$ cat config.mk
export PLATFORM = sky130hd
export DESIGN_NAME = frame_capture_tx
export DESIGN_NICKNAME = d
export VERILOG_FILES = /design/src/rtl/frame_capture_tx_pkg.sv /design/src/rtl/frame_capture_tx_edge_detect_rise.sv /design/src/rtl/frame_capture_tx.sv
export SDC_FILE = /design/constraint.sdc
export NUM_CORES = 1
export LEC_CHECK = 0
export BUFFER_PORTS_ARGS = -buffer_cell sky130_fd_sc_hd__buf_2
export CORE_ASPECT_RATIO = 0.7
export CORE_MARGIN = 5
export CORE_UTILIZATION = 40
export CTS_BUF_LIST = sky130_fd_sc_hd__clkbuf_4
export DETAILED_ROUTE_END_ITERATION = 10
export GPL_TIMING_DRIVEN = 1
export PLACE_DENSITY_LB_ADDON = 0.2
export SETUP_SLACK_MARGIN = 0.1
export SYNTH_ARGS = -nofsm -noshare
export SYNTH_HDL_FRONTEND = slang
export SYNTH_SLANG_ARGS = --single-unit
$ cat constraint.sdc
create_clock -name clk_i -period 3.45 [get_ports clk_i]
set_clock_uncertainty 0.15 [all_clocks]
set_input_delay 0.8625 -clock clk_i [delete_from_list [all_inputs] [get_ports clk_i]]
set_output_delay 0.8625 -clock clk_i [all_outputs]
set_load 0.01 [all_outputs]
$ cat src/rtl/frame_capture_tx_pkg.sv
// Shared state encoding, default header byte and frame-length helper for frame_capture_tx.
package frame_capture_tx_pkg;

    typedef enum logic [2:0] {
        ST_IDLE      = 3'd0,
        ST_LOAD      = 3'd1,
        ST_START     = 3'd2,
        ST_WAIT_ACK  = 3'd3,
        ST_WAIT_DONE = 3'd4,
        ST_NEXT      = 3'd5,
        ST_FIN       = 3'd6
    } state_e;

    localparam logic [7:0] HDR_DEFAULT = 8'hA5;

    // Header, two bytes per cell, checksum.
    function automatic int frame_len(input int rows, input int cols);
        return 2 + 2 * rows * cols;
    endfunction

endpackage

$ cat src/rtl/frame_capture_tx_edge_detect_rise.sv
// Rising-edge detector: registered previous level, pulse while input is high and previous was low.
// Latency: rise_o is combinational from d_i in the same cycle the input first reads high.
// Backpressure: none; the previous-level register updates every cycle.
module edge_detect_rise #(
    parameter logic INIT = 1'b0
) (
    input  logic clk_i,
    input  logic rst_ni,
    input  logic d_i,
    output logic rise_o
);

    logic prev_q;
    logic prev_d;

    always_comb begin
        prev_d = d_i;
    end

    always_ff @(posedge clk_i or negedge rst_ni) begin
        if (!rst_ni) begin
            prev_q <= INIT;
        end else begin
            prev_q <= prev_d;
        end
    end

    assign rise_o = d_i & ~prev_q;

endmodule

$ cat src/rtl/frame_capture_tx.sv
// Captures one ADC sample per matrix cell on en_i rises, then streams HDR/cells/XOR-checksum bytes to a UART.
// Latency: eos_i rise to first tx_start_o is 3 cycles with the UART idle; each byte then follows the UART handshake.
// Backpressure: a byte is only launched when tx_busy_i is low; captures arriving while busy_o is high set ovf_o.
module frame_capture_tx
    import frame_capture_tx_pkg::*;
#(
    parameter int         ROWS   = 2,
    parameter int         COLS   = 2,
    parameter int         DATA_W = 12,
    parameter logic [7:0] HDR    = HDR_DEFAULT
) (
    input  logic              clk_i,
    input  logic              rst_ni,
    input  logic              en_i,
    input  logic [1:0]        row_i,
    input  logic [1:0]        col_i,
    input  logic [DATA_W-1:0] adc_data_i,
    input  logic              eos_i,
    input  logic              tx_busy_i,
    output logic              tx_start_o,
    output logic [7:0]        tx_data_o,
    output logic              busy_o,
    output logic              done_o,
    output logic              ovf_o
);

    localparam int CELLS     = ROWS * COLS;
    localparam int FRAME_LEN = frame_len(ROWS, COLS);
    localparam int IDX_W     = $clog2(FRAME_LEN);
    localparam int ADDR_W    = (CELLS > 1) ? $clog2(CELLS) : 1;
    localparam logic [IDX_W-1:0] LAST_IDX = IDX_W'(FRAME_LEN - 1);

    logic en_rise;
    logic eos_rise;

    edge_detect_rise #(.INIT(1'b0)) u_en_edge (
        .clk_i  (clk_i),
        .rst_ni (rst_ni),
        .d_i    (en_i),
        .rise_o (en_rise)
    );

    // Reset high so an idle-high eos at reset release is not seen as a rise.
    edge_detect_rise #(.INIT(1'b1)) u_eos_edge (
        .clk_i  (clk_i),
        .rst_ni (rst_ni),
        .d_i    (eos_i),
        .rise_o (eos_rise)
    );

    state_e            state_q, state_d;
    logic [IDX_W-1:0]  idx_q, idx_d;
    logic [7:0]        csum_q, csum_d;
    logic [7:0]        tx_data_q, tx_data_d;
    logic              tx_start_q, tx_start_d;
    logic              busy_q, busy_d;
    logic              done_q, done_d;
    logic              ovf_q, ovf_d;
    logic [DATA_W-1:0] mem_q [CELLS];
    logic [DATA_W-1:0] mem_d [CELLS];

    logic              addr_ok;
    logic              wr_en;
    logic [ADDR_W-1:0] wr_addr;

    always_comb begin
        addr_ok = (32'(row_i) < 32'(ROWS)) && (32'(col_i) < 32'(COLS));
        wr_addr = ADDR_W'(32'(row_i) * 32'(COLS) + 32'(col_i));
        wr_en   = en_rise && !busy_q && addr_ok;
        mem_d   = mem_q;
        if (wr_en) begin
            mem_d[wr_addr] = adc_data_i;
        end
        ovf_d = ovf_q | (en_rise & busy_q);
    end

    // Byte index 0 is the header, the last is the checksum, the rest alternate high/low per cell.
    logic [IDX_W-1:0]  pos;
    logic [ADDR_W-1:0] rd_addr;
    logic [15:0]       sample16;
    logic [7:0]        byte_sel;
    logic              last_byte;

    always_comb begin
        pos       = idx_q - IDX_W'(1);
        rd_addr   = ADDR_W'(pos >> 1);
        sample16  = 16'(mem_q[rd_addr]);
        last_byte = (idx_q == LAST_IDX);
        if (idx_q == '0) begin
            byte_sel = HDR;
        end else if (last_byte) begin
            byte_sel = csum_q;
        end else if (pos[0]) begin
            byte_sel = sample16[7:0];
        end else begin
            byte_sel = sample16[15:8];
        end
    end

    always_comb begin
        state_d    = state_q;
        idx_d      = idx_q;
        csum_d     = csum_q;
        tx_data_d  = tx_data_q;
        tx_start_d = 1'b0;
        done_d     = 1'b0;
        busy_d     = busy_q;
        case (state_q)
            ST_IDLE: begin
                if (eos_rise) begin
                    busy_d  = 1'b1;
                    state_d = ST_LOAD;
                end
            end
            ST_LOAD: begin
                tx_data_d = byte_sel;
                if (!last_byte) begin
                    csum_d = csum_q ^ byte_sel;
                end
                state_d = ST_START;
            end
            ST_START: begin
                if (!tx_busy_i) begin
                    tx_start_d = 1'b1;
                    state_d    = ST_WAIT_ACK;
                end
            end
            ST_WAIT_ACK: begin
                if (tx_busy_i) begin
                    state_d = ST_WAIT_DONE;
                end
            end
            ST_WAIT_DONE: begin
                if (!tx_busy_i) begin
                    state_d = ST_NEXT;
                end
            end
            ST_NEXT: begin
                if (last_byte) begin
                    state_d = ST_FIN;
                end else begin
                    idx_d   = idx_q + IDX_W'(1);
                    state_d = ST_LOAD;
                end
            end
            ST_FIN: begin
                done_d  = 1'b1;
                busy_d  = 1'b0;
                idx_d   = '0;
                csum_d  = '0;
                state_d = ST_IDLE;
            end
            default: begin
                state_d = ST_IDLE;
            end
        endcase
    end

    always_ff @(posedge clk_i or negedge rst_ni) begin
        if (!rst_ni) begin
            state_q    <= ST_IDLE;
            idx_q      <= '0;
            csum_q     <= '0;
            tx_data_q  <= '0;
            tx_start_q <= 1'b0;
            busy_q     <= 1'b0;
            done_q     <= 1'b0;
            ovf_q      <= 1'b0;
            for (int i = 0; i < CELLS; i++) begin
                mem_q[i] <= '0;
            end
        end else begin
            state_q    <= state_d;
            idx_q      <= idx_d;
            csum_q     <= csum_d;
            tx_data_q  <= tx_data_d;
            tx_start_q <= tx_start_d;
            busy_q     <= busy_d;
            done_q     <= done_d;
            ovf_q      <= ovf_d;
            mem_q      <= mem_d;
        end
    end

    assign tx_start_o = tx_start_q;
    assign tx_data_o  = tx_data_q;
    assign busy_o     = busy_q;
    assign done_o     = done_q;
    assign ovf_o      = ovf_q;

endmodule

==> results of run 1 <==
-- sequential cells by signal (all words and copies together), names as in the netlist --
name               flops
ovf_o                  1
done_o                 1
busy_o                 1
tx_start_o             1
csum_q                 8
u_en_edge.prev_q       1
mem_q                 48
tx_data_o              8
idx_q                  4
u_eos_edge.prev_q      1
state_q                3
-- through the flow --
step | worst slack [ps] | hold slack (ps)
2_1_floorplan | 827 | 295
3_3_place_gp | 810 | 306
3_5_place_dp | 755 | 310
4_1_cts | 706 | 336
5_1_grt | 523 | 341
6_report | 731 | 330
-- where the power goes --
| part | switching [mW] | internal [mW] |
|---|---|---|
| clock | 0.304 | 0.136 |
| sequential | 0.195 | 1.12 |
| combinational | 0.568 | 0.481 |
-- cells in the mapped netlist (all sizes together), types with 2 or more instances --
cell type  number  area share [%]
a21o            3            0.61
a21oi          13             1.8
a22oi           3            0.61
a31oi           3            0.51
buf            10             2.1
clkbuf          6            0.61
dfrtp          76              52
ha              3             1.0
inv             7            0.71
mux2           50              15
mux2i           4             1.3
mux4           12             8.0
nand2          25             2.5
nand2b          3            0.51
nand3           9             1.2
nor2            5            0.71
nor3            6            0.95
nor3b           2            0.54
o211ai          3            0.61
o21a            2            0.41
o21ai          22             3.1
o22ai           4            0.68
o31ai           3            0.61
or4             3            0.61
-- worst max-delay path: stages (launching register included) --
cell and delay [ps]:
dfrtp_1 440, inv_1 100, ha_1 260, xor2_4 450, mux4_1 620, mux2_2 300
o21ai_2 130, mux2i_1 200
-- placed cells by master, fill, tap and decap left out, types with 2 or more instances in the layout --
cell type and n:
nand3_1 9, o211ai_1 3, clkbuf_4 9, mux2_2 2, inv_1 5, mux2i_2 2
ha_1 3, mux4_1 7, o22ai_1 4, buf_2 31, nor2_1 4, o21a_1 2
mux2i_1 2, nor3_1 5, o21ai_1 7, o31ai_1 3, a21o_1 3, mux2_1 48
nand2b_1 3, clkinv_2 2, clkinv_1 4, or4_1 3, mux4_2 5, a21oi_1 13
o21ai_0 14, nand2_1 25, dfrtp_1 76, a22oi_1 3, buf_4 8, inv_2 2
a31oi_1 3
-- cell type report --
cell class | instances | area, sq um
fillers | 861 | 4970
flip-flops and latches | 77 | 1930
multi-input cells | 189 | 1640
repair buffers | 39 | 215
well taps | 124 | 155
clock buffers | 9 | 67.6
clock inverters | 7 | 32.5
inverters | 7 | 26.3
-- logic make-up after synthesis --
| logic type | Yosys count | synth area share (%) |
|---|---|---|
| and+or+nand+nor | 60 | 8.44 |
| DFF | 77 | 52.2 |
| xor gates and xnor gates | 1 | 0.746 |
| adders and majority gates | 3 | 1.02 |
| buffers and inverters | 23 | 3.39 |
| muxes | 66 | 24.6 |
| AOI/OAI and AO/OA | 59 | 9.59 |
-- metal layers --
metal | track usage (%) | vias to the layer above
met5 | 0 | -
met4 | 2.80 | 0
met3 | 5.50 | 4
met2 | 20.9 | 56
met1 | 21.4 | 1202
li1 | - | 1141
-- final timing paths --
kind	cells after the start	startpoint	endpoint	slack [ps]
worst max-delay path	7	idx_q[1]	csum_q[2]	730
worst min-delay path	1	tx_data_o[3]	tx_data_o[3]	330
worst max register to register	7	idx_q[1]	csum_q[2]	730
worst min register to register	1	tx_data_o[3]	tx_data_o[3]	330
max in group asynchronous	1	rst_ni	state_q[1]	2120
min in group asynchronous	1	rst_ni	mem_q[4]	420
==> results_dict.tcl, run 1 <==
set metrics [dict create \
    synth_seq_cells 77 \
    critPathLaunchType "flop" \
    arrival_ps 2930 \
    p_leak_nw 2.01 \
    routed.top_layer "met4" \
    cp.required_ps 3660 \
    synthesis.nets 313 \
    ir_drop_v 0.000279 \
    worstMarginPinSlew_ps 966 \
    fmax_mhz 368 \
    seq_area_frac_synth_pct 52.2 \
    grt_pass1_vias 2487 \
    final_cells 452 \
    wl_met2_um 3140 \
    grt_use_total_pct 14.7 \
    dp_cells 436 \
    cts.sinks 77 \
    slew_headroom_pct 35.6 \
    vias_per_cell 5.32 \
    detailedRoute.firstPassIterationCount 4 \
    fin_crit_sh_pct 78.8 \
    cts.path.max_buffers 2 \
    final_area_sq_mm 0.00406 \
    syn2layout_area_growth_pct 10.1 \
    finalHoldViolCount 0 \
    async_reset_ff_share_pct 100 \
    synth_flop_cell "dfrtp_1" \
    syn_area_per_cell_sq_um 12.8 \
    htree_levels 3 \
    cts_buffers 9 \
    start_util_pct 40.9 \
    setup-tns-final_ps 0 \
    detail_route.iter0.violations 134 \
    hold_path_class "reg2reg" \
    vias 2403 \
    dp_hpwl_um 5290 \
    ant_nets 0 \
    grt_pass1_wl_um 13100 \
    grt_overflow_total 0 \
    root_buffer "clkbuf_4" \
    synth_area_sq_mm 0.00369 \
    hold_buffers 0 \
    io_buffers 32 \
    routed_wl_um 7590 \
    finalNetCount 347 \
    crit_path_end_kind "flop" \
    critPathMaxFanout 12 \
    synth_edf_count 0 \
    wl_per_cell_um 16.8 \
    crit_type "reg2reg" \
    rows 29 \
    die_area_sq_mm 0.0113 \
    fin_crit_ps 2720 \
    finalPower_mw 2.81 \
    wirelength_met1_um 4010 \
    synth_cells 289 \
    io_pins 33 \
    maxCapViolCount 0 \
    gp_congestion 0.771 \
    setup_violations 0 \
    path_clk_slew_ps 110 \
    insertion_delay_ps 440 \
    antenna_found_initial 0 \
    p_per_area_mw_per_mm2 691 \
    fin_util_pct 45.0 \
    ys_types 49 \
    drv_slew 0 \
    drcViolationCount 0 \
    cts.repair.resized 0 \
    grt_start_max_net_pins 78 \
    rsz0062_at_grt "no" \
    die_y_um 90.4 \
    placed_area_sq_mm 0.00396 \
    status "completed" \
    die_w_um 125 \
    layout-drive-gt1-share_pct 20.7 \
    ys.warnings.count 0 \
    n_antenna_cell 0 \
    core-area_sq_mm 0.00903 \
    postCtsSetupBuffers 0 \
    cts_tree "built" \
    wl_met3_um 393 \
]
Power figures use the tool's default switching activity.
==> inputs of run 2 (changes only) <==
- ABC_AREA: unset -> 1
- clock period: 3.45 -> 2.3 ns (I/O delays scaled with it)
==> run 2 against run 1 <==
Against the previous run:
- sequential cell count is the same
- clock power is 79% higher
- sequential power increased by 43%
- utilization rose by 0.15 points
- final cell count grew 46%
- critical path type unchanged
==> results_dict.tcl, run 2 <==
set metrics [dict create \
    mostFrequentLayoutCells "nand2_1 (184), dfrtp_1 (76), inv_1 (54)" \
    n_fill_cell 985 \
    arrival_ps 2240 \
    synth.area.top_cells "dfrtp_1 (49%), nand2_1 (18%), inv_1 (5.3%), nand3_1 (4.3%), o21ai_0 (3.5%)" \
    p_per_area_mw_per_mm2 1140 \
    detailedRoute.firstPassIterationCount 5 \
    syn2layout_area_growth_pct 11.7 \
    n_antenna_cell 0 \
    fin_crit_sh_pct 87.2 \
    yosysMostFrequentCell "nand2_1" \
    antenna_found_initial 0 \
    hold_path_class "in2reg" \
    grt_start_max_net_pins 40 \
    drv_slew 0 \
    seq_area_frac_synth_pct 50.1 \
    p_comb_share_pct 45.2 \
    core-area_sq_mm 0.00953 \
    synth_cells 490 \
    ant_nets 0 \
    p_leak_nw 2.23 \
    synth_edf_count 0 \
    finalNetCount 551 \
    ys_types 35 \
    io_pins 33 \
    setup_violations 0 \
    crit_type "reg2reg" \
    setup-tns-final_ps 0 \
    gp_congestion 0.789 \
    cts_tree "built" \
    start_util_pct 40.4 \
    top_register "mem_q" \
    detail_route.iter0.violations 214 \
    synthTopCellsByCount "nand2_1 (184), dfrtp_1 (76), inv_1 (54)" \
    path_clk_slew_ps 120 \
    die_area_sq_mm 0.0117 \
    critPathLaunchType "flop" \
    vias 3145 \
    htree_levels 3 \
    cts.sinks 77 \
    die_w_um 127 \
    finalHoldViolCount 0 \
    intPower_mw 2.81 \
    synth_area_sq_mm 0.00385 \
    p_sw_mw 2.07 \
    cp.required_ps 2540 \
    cts.path.max_buffers 2 \
    synth_seq_cells 77 \
    die_y_um 92.1 \
    crit_path_end_kind "flop" \
    status "completed" \
    cts_buffers 9 \
    syn_area_per_cell_sq_um 7.86 \
    layout_commonest_cell "nand2_1" \
    root_buffer "clkbuf_4" \
    grt_pass1_vias 3068 \
    ir_drop_v 0.000313 \
    dp_hpwl_um 6010 \
    finalPower_mw 4.88 \
    synth_flop_cell "dfrtp_1" \
    critPathMaxFanout 14 \
    grt_use_total_pct 16.1 \
    grt_pass1_wl_um 15000 \
    layout-drive-gt1-share_pct 14.1 \
    async_reset_ff_share_pct 100 \
    wl_per_cell_um 13.2 \
    largest_reg_flops 48 \
    fin_crit_ps 2000 \
    drcViolationCount 0 \
    switching_share_pct 42.5 \
    io_buffers 32 \
    rsz0062_at_grt "no" \
    worstMarginPinSlew_ps 455 \
    insertion_delay_ps 440 \
    seqPwrFrac_pct 38.7 \
    maxCapViolCount 0 \
    yosysTopAreaCell "dfrtp_1" \
    routed_wl_um 8690 \
    synth.top_cell.area_share_pct 49.4 \
    rows 30 \
    vias_per_cell 4.77 \
    fmax_mhz 499 \
    ys.warnings.count 0 \
    synthesis.nets 514 \
    slew_headroom_pct 69.6 \
    grt_overflow_total 0 \
    clockPowerShare_pct 16.1 \
]
run 2: changes by cell type in the layout (fill, tap and decap cells not counted), sizes merged, moves of 4 or more:
cell,change
nor2,+15
nand2,+167
mux2,-50
nand3,+27
inv,+51
mux2i,-4
mux4,-12
o21ai,+32
buf,+4
run 2: power by group through the flow:
| stage | Clock (mW) | Sequential, mW | Combinational (mW) |
|---|---|---|---|
| floorplan | 0 | 1.90 | 1.61 |
| finish | 0.787 | 1.89 | 2.21 |
| CTS | 0.819 | 1.89 | 2.11 |
| detailed placement | 0 | 1.91 | 2.11 |
| global placement | 0 | 1.90 | 2.06 |
| global route | 0.867 | 1.93 | 2.55 |
run 2: logic make-up (layout without fill, tap and decap cells):
logic type / Yosys count / count (layout) / share of synthesized area (%)
AOI/OAI and AO/OA: 77 / 77 / 10.7
xor gates and xnor gates: 1 / 1 / 0.227
adders and majority gates: 3 / 3 / 0.975
buffers and inverters: 76 / 118 / 9.58
DFF: 77 / 77 / 50.1
and+or+nand+nor: 256 / 256 / 28.4
run 2: path summary, 6_finish.rpt:
kind / from / end / slack [ps] / cells past startpoint
min in group asynchronous: rst_ni / state_q[1] / 380 / 2
worst min register to register: tx_data_o[3] / tx_data_o[3] / 340 / 2
worst max register to register: idx_q[1] / csum_q[4] / 300 / 10
max in group asynchronous: rst_ni / tx_data_o[7] / 1050 / 3
worst min-delay path: eos_i / u_eos_edge.prev_q / 80 / 1
worst max-delay path: idx_q[1] / csum_q[4] / 300 / 10
run 2: metrics by stage:
| stage | cells | area [sq um] | setup slack [ps] | util [%] | hold WS, ps |
|---|---|---|---|---|---|
| after floorplan | 490 | 3850 | 214 | - | 129 |
| after global placement | 642 | 4110 | 275 | 43.1 | 304 |
| after detailed placement | 642 | 4110 | 224 | 43.1 | 311 |
| after CTS | 659 | 4250 | 199 | 44.5 | 43.6 |
| after global routing | 660 | 4300 | 119 | 45.1 | 35.2 |
| final | 660 | 4300 | 295 | 45.1 | 75.8 |
run 2: layout make-up:
cell class                      count  area [sq um]  area share, %
Tap cell                          128           160           3.72
Sequential cell                    77          1930           44.8
Clock inverter                      7          56.3           1.31
Clock buffer                        9          67.6           1.57
Inverter                           58           225           5.24
Timing Repair Buffer               44           288           6.69
Multi-Input combinational cell    337          1580           36.6
run 2: metal layers:
layer | routed length [um] | track usage, %
met5 | 0 | 0
met4 | 57 | 3.48
met3 | 515 | 5.65
met2 | 3630 | 23.0
met1 | 4490 | 23.3
run 2: critical path: stages (launching register included):
cell	delay, ps
dfrtp_1	420
inv_1	130
ha_1	210
nand3_4	140
inv_4	200
o21ai_0	160
a21oi_1	200
nand3_1	120
nand2_1	80
nand2_1	40
nor2_1	80
run 2: what timing repair did:
| action | CTS | global route |
|---|---|---|
| resized for setup | 0 | 10 |
| buffers inserted | 0 | 1 |
| hold buffers | 1 | 0 |
| endpoints found under the hold margin | 17 | 0 |
| setup endpoints to repair | 0 | 6 |
==> inputs of run 3 (changes only) <==
- clock period: 2.3 -> 1.7 ns (I/O delays scaled with it)
==> run 3 against run 2 <==
Against the previous run:
- the flow now finishes with violations (negative setup slack)
- final cell count rose by 5.6%
- critical path depth rose by 1
- clock-buffer cell count did not move
- cell area rose by 16%
- largest cell class unchanged
==> results_dict.tcl, run 3 (synthesis results as in run 2) <==
set metrics [dict create \
    dp_cells 666 \
    fmax_mhz 524 \
    io_pins 33 \
    insertion_delay_ps 430 \
    ff_latch_area_sq_mm 0.00193 \
    die_y_um 92.1 \
    grt_pass1_wl_um 15300 \
    arrival_ps 2140 \
    maxCapViolCount 0 \
    die_w_um 127 \
    die_area_sq_mm 0.0117 \
    routed_wl_um 9860 \
    layout_commonest_cell "nand2_1" \
    drcViolationCount 0 \
    gp_congestion 0.827 \
    rows 30 \
    fin_crit_ps 1910 \
    critPathMaxFanout 5 \
    cp.required_ps 1930 \
    n_fill_cell 909 \
    setup-tns-final_ps -2360 \
    setup_violations 20 \
    failed_checks "negative setup slack" \
    final_cells 697 \
    ant_nets 0 \
    antenna_found_initial 0 \
    cts.sinks 77 \
    dp_slack_ps -233 \
    hold_path_class "in2reg" \
    grt_overflow_total 0 \
    status "complete, but fails checks" \
    cts_tree "built" \
    drv_slew 0 \
    root_buffer "clkbuf_4" \
    mostFrequentLayoutCells "nand2_1 (147), dfrtp_1 (75), inv_1 (50)" \
    critPathLaunchType "flop" \
    cts_buffers 9 \
    layout-drive-gt1-share_pct 31.5 \
    fin_util_pct 52.6 \
    top_register "mem_q" \
    finalPower_mw 7.45 \
    grt_pass1_vias 3162 \
    placed_area_sq_mm 0.00439 \
    slew_headroom_pct 72.1 \
    finalNetCount 588 \
    multiInputGateArea_sq_mm 0.00185 \
    path_clk_slew_ps 130 \
    fin_crit_sh_pct 112 \
    syn2layout_area_growth_pct 30.1 \
    largest_reg_flops 48 \
    final_area_sq_mm 0.00501 \
    dp_hpwl_um 6120 \
    wl_per_cell_um 14.1 \
    start_util_pct 40.4 \
    rsz0062_at_grt "yes" \
    p_leak_nw 2.54 \
    detail_route.iter0.violations 169 \
    htree_levels 3 \
    crit_path_end_kind "flop" \
    vias 3401 \
    vias_per_cell 4.88 \
    worstMarginPinSlew_ps 419 \
    p_per_area_mw_per_mm2 1490 \
    core-area_sq_mm 0.00953 \
    finalHoldViolCount 0 \
    whs_ps 44.9 \
    grt_start_max_net_pins 78 \
    finalWorstSetupSlack_ps -207 \
    detailedRoute.firstPassIterationCount 4 \
    crit_type "reg2reg" \
    cts.path.max_buffers 2 \
    ir_drop_v 0.000661 \
    grt_use_total_pct 16.3 \
    n_antenna_cell 0 \
    io_buffers 32 \
]
[run 3: cell types whose count changed in the layout (fill, tap and decap cells not counted), moves of 7 or more]
cell / delta
buf_4: +25
nand2_1: -37
nand2_2: +23
nand2_4: +13
nand3_1: -8
nand3_2: +7
o21ai_0: -15
o21ai_2: +13
[run 3: cell type report]
type	instances	share of cell area, %
well taps	128	3.20
clock inverters	7	1.32
inverters	58	4.59
clock buffers	9	1.35
flip-flops and latches	77	38.5
repair buffers	81	14.1
multi-input cells	337	37.0
[run 3: path summary, 6_finish.rpt]
kind	startpoint	depth (start not counted)	end	slack, ps
worst max-delay path	idx_q[0]	11	csum_q[6]	-210
worst min-delay path	tx_busy_i	2	tx_start_o	40
worst max register to register	idx_q[0]	11	csum_q[6]	-210
worst min register to register	tx_data_o[5]	2	tx_data_o[5]	330
max in group asynchronous	rst_ni	3	idx_q[0]	680
min in group asynchronous	rst_ni	3	mem_q[25]	390
[run 3: power by group]
part	leakage [nW]	switching, mW	total [mW]	internal [mW]
logic	1.45	2.20	3.78	1.58
clock network	0.0654	0.654	1.09	0.437
registers	1.02	0.307	2.58	2.27
[run 3: worst max-delay path: stages (launching register included)]
cell and delay (ps):
dfrtp_2 420, clkinv_4 60, ha_4 340, buf_12 120, nand2_4 40, inv_2 50
a21oi_2 30, o211ai_1 260, nand3_1 140, nand2_1 90, nand2_1 50, nor2_1 90
[run 3: routing by layer]
metal	part of all wire, %	GRT usage [%]	vias up
met5	0	0	-
met1	52	23.8	1622
met2	41	23.3	65
met3	4.6	4.60	11
li1	-	-	1703
met4	1.5	5.18	0
[run 3: what timing repair did]
action / in CTS / in global routing
resized for setup: 25 / 73
buffers inserted: 3 / 4
pin swaps: 16 / 10
hold buffers: 3 / 0
hold endpoints to repair: 78 / 0
endpoints found under the setup margin: 25 / 53
gates cloned: 0 / 6
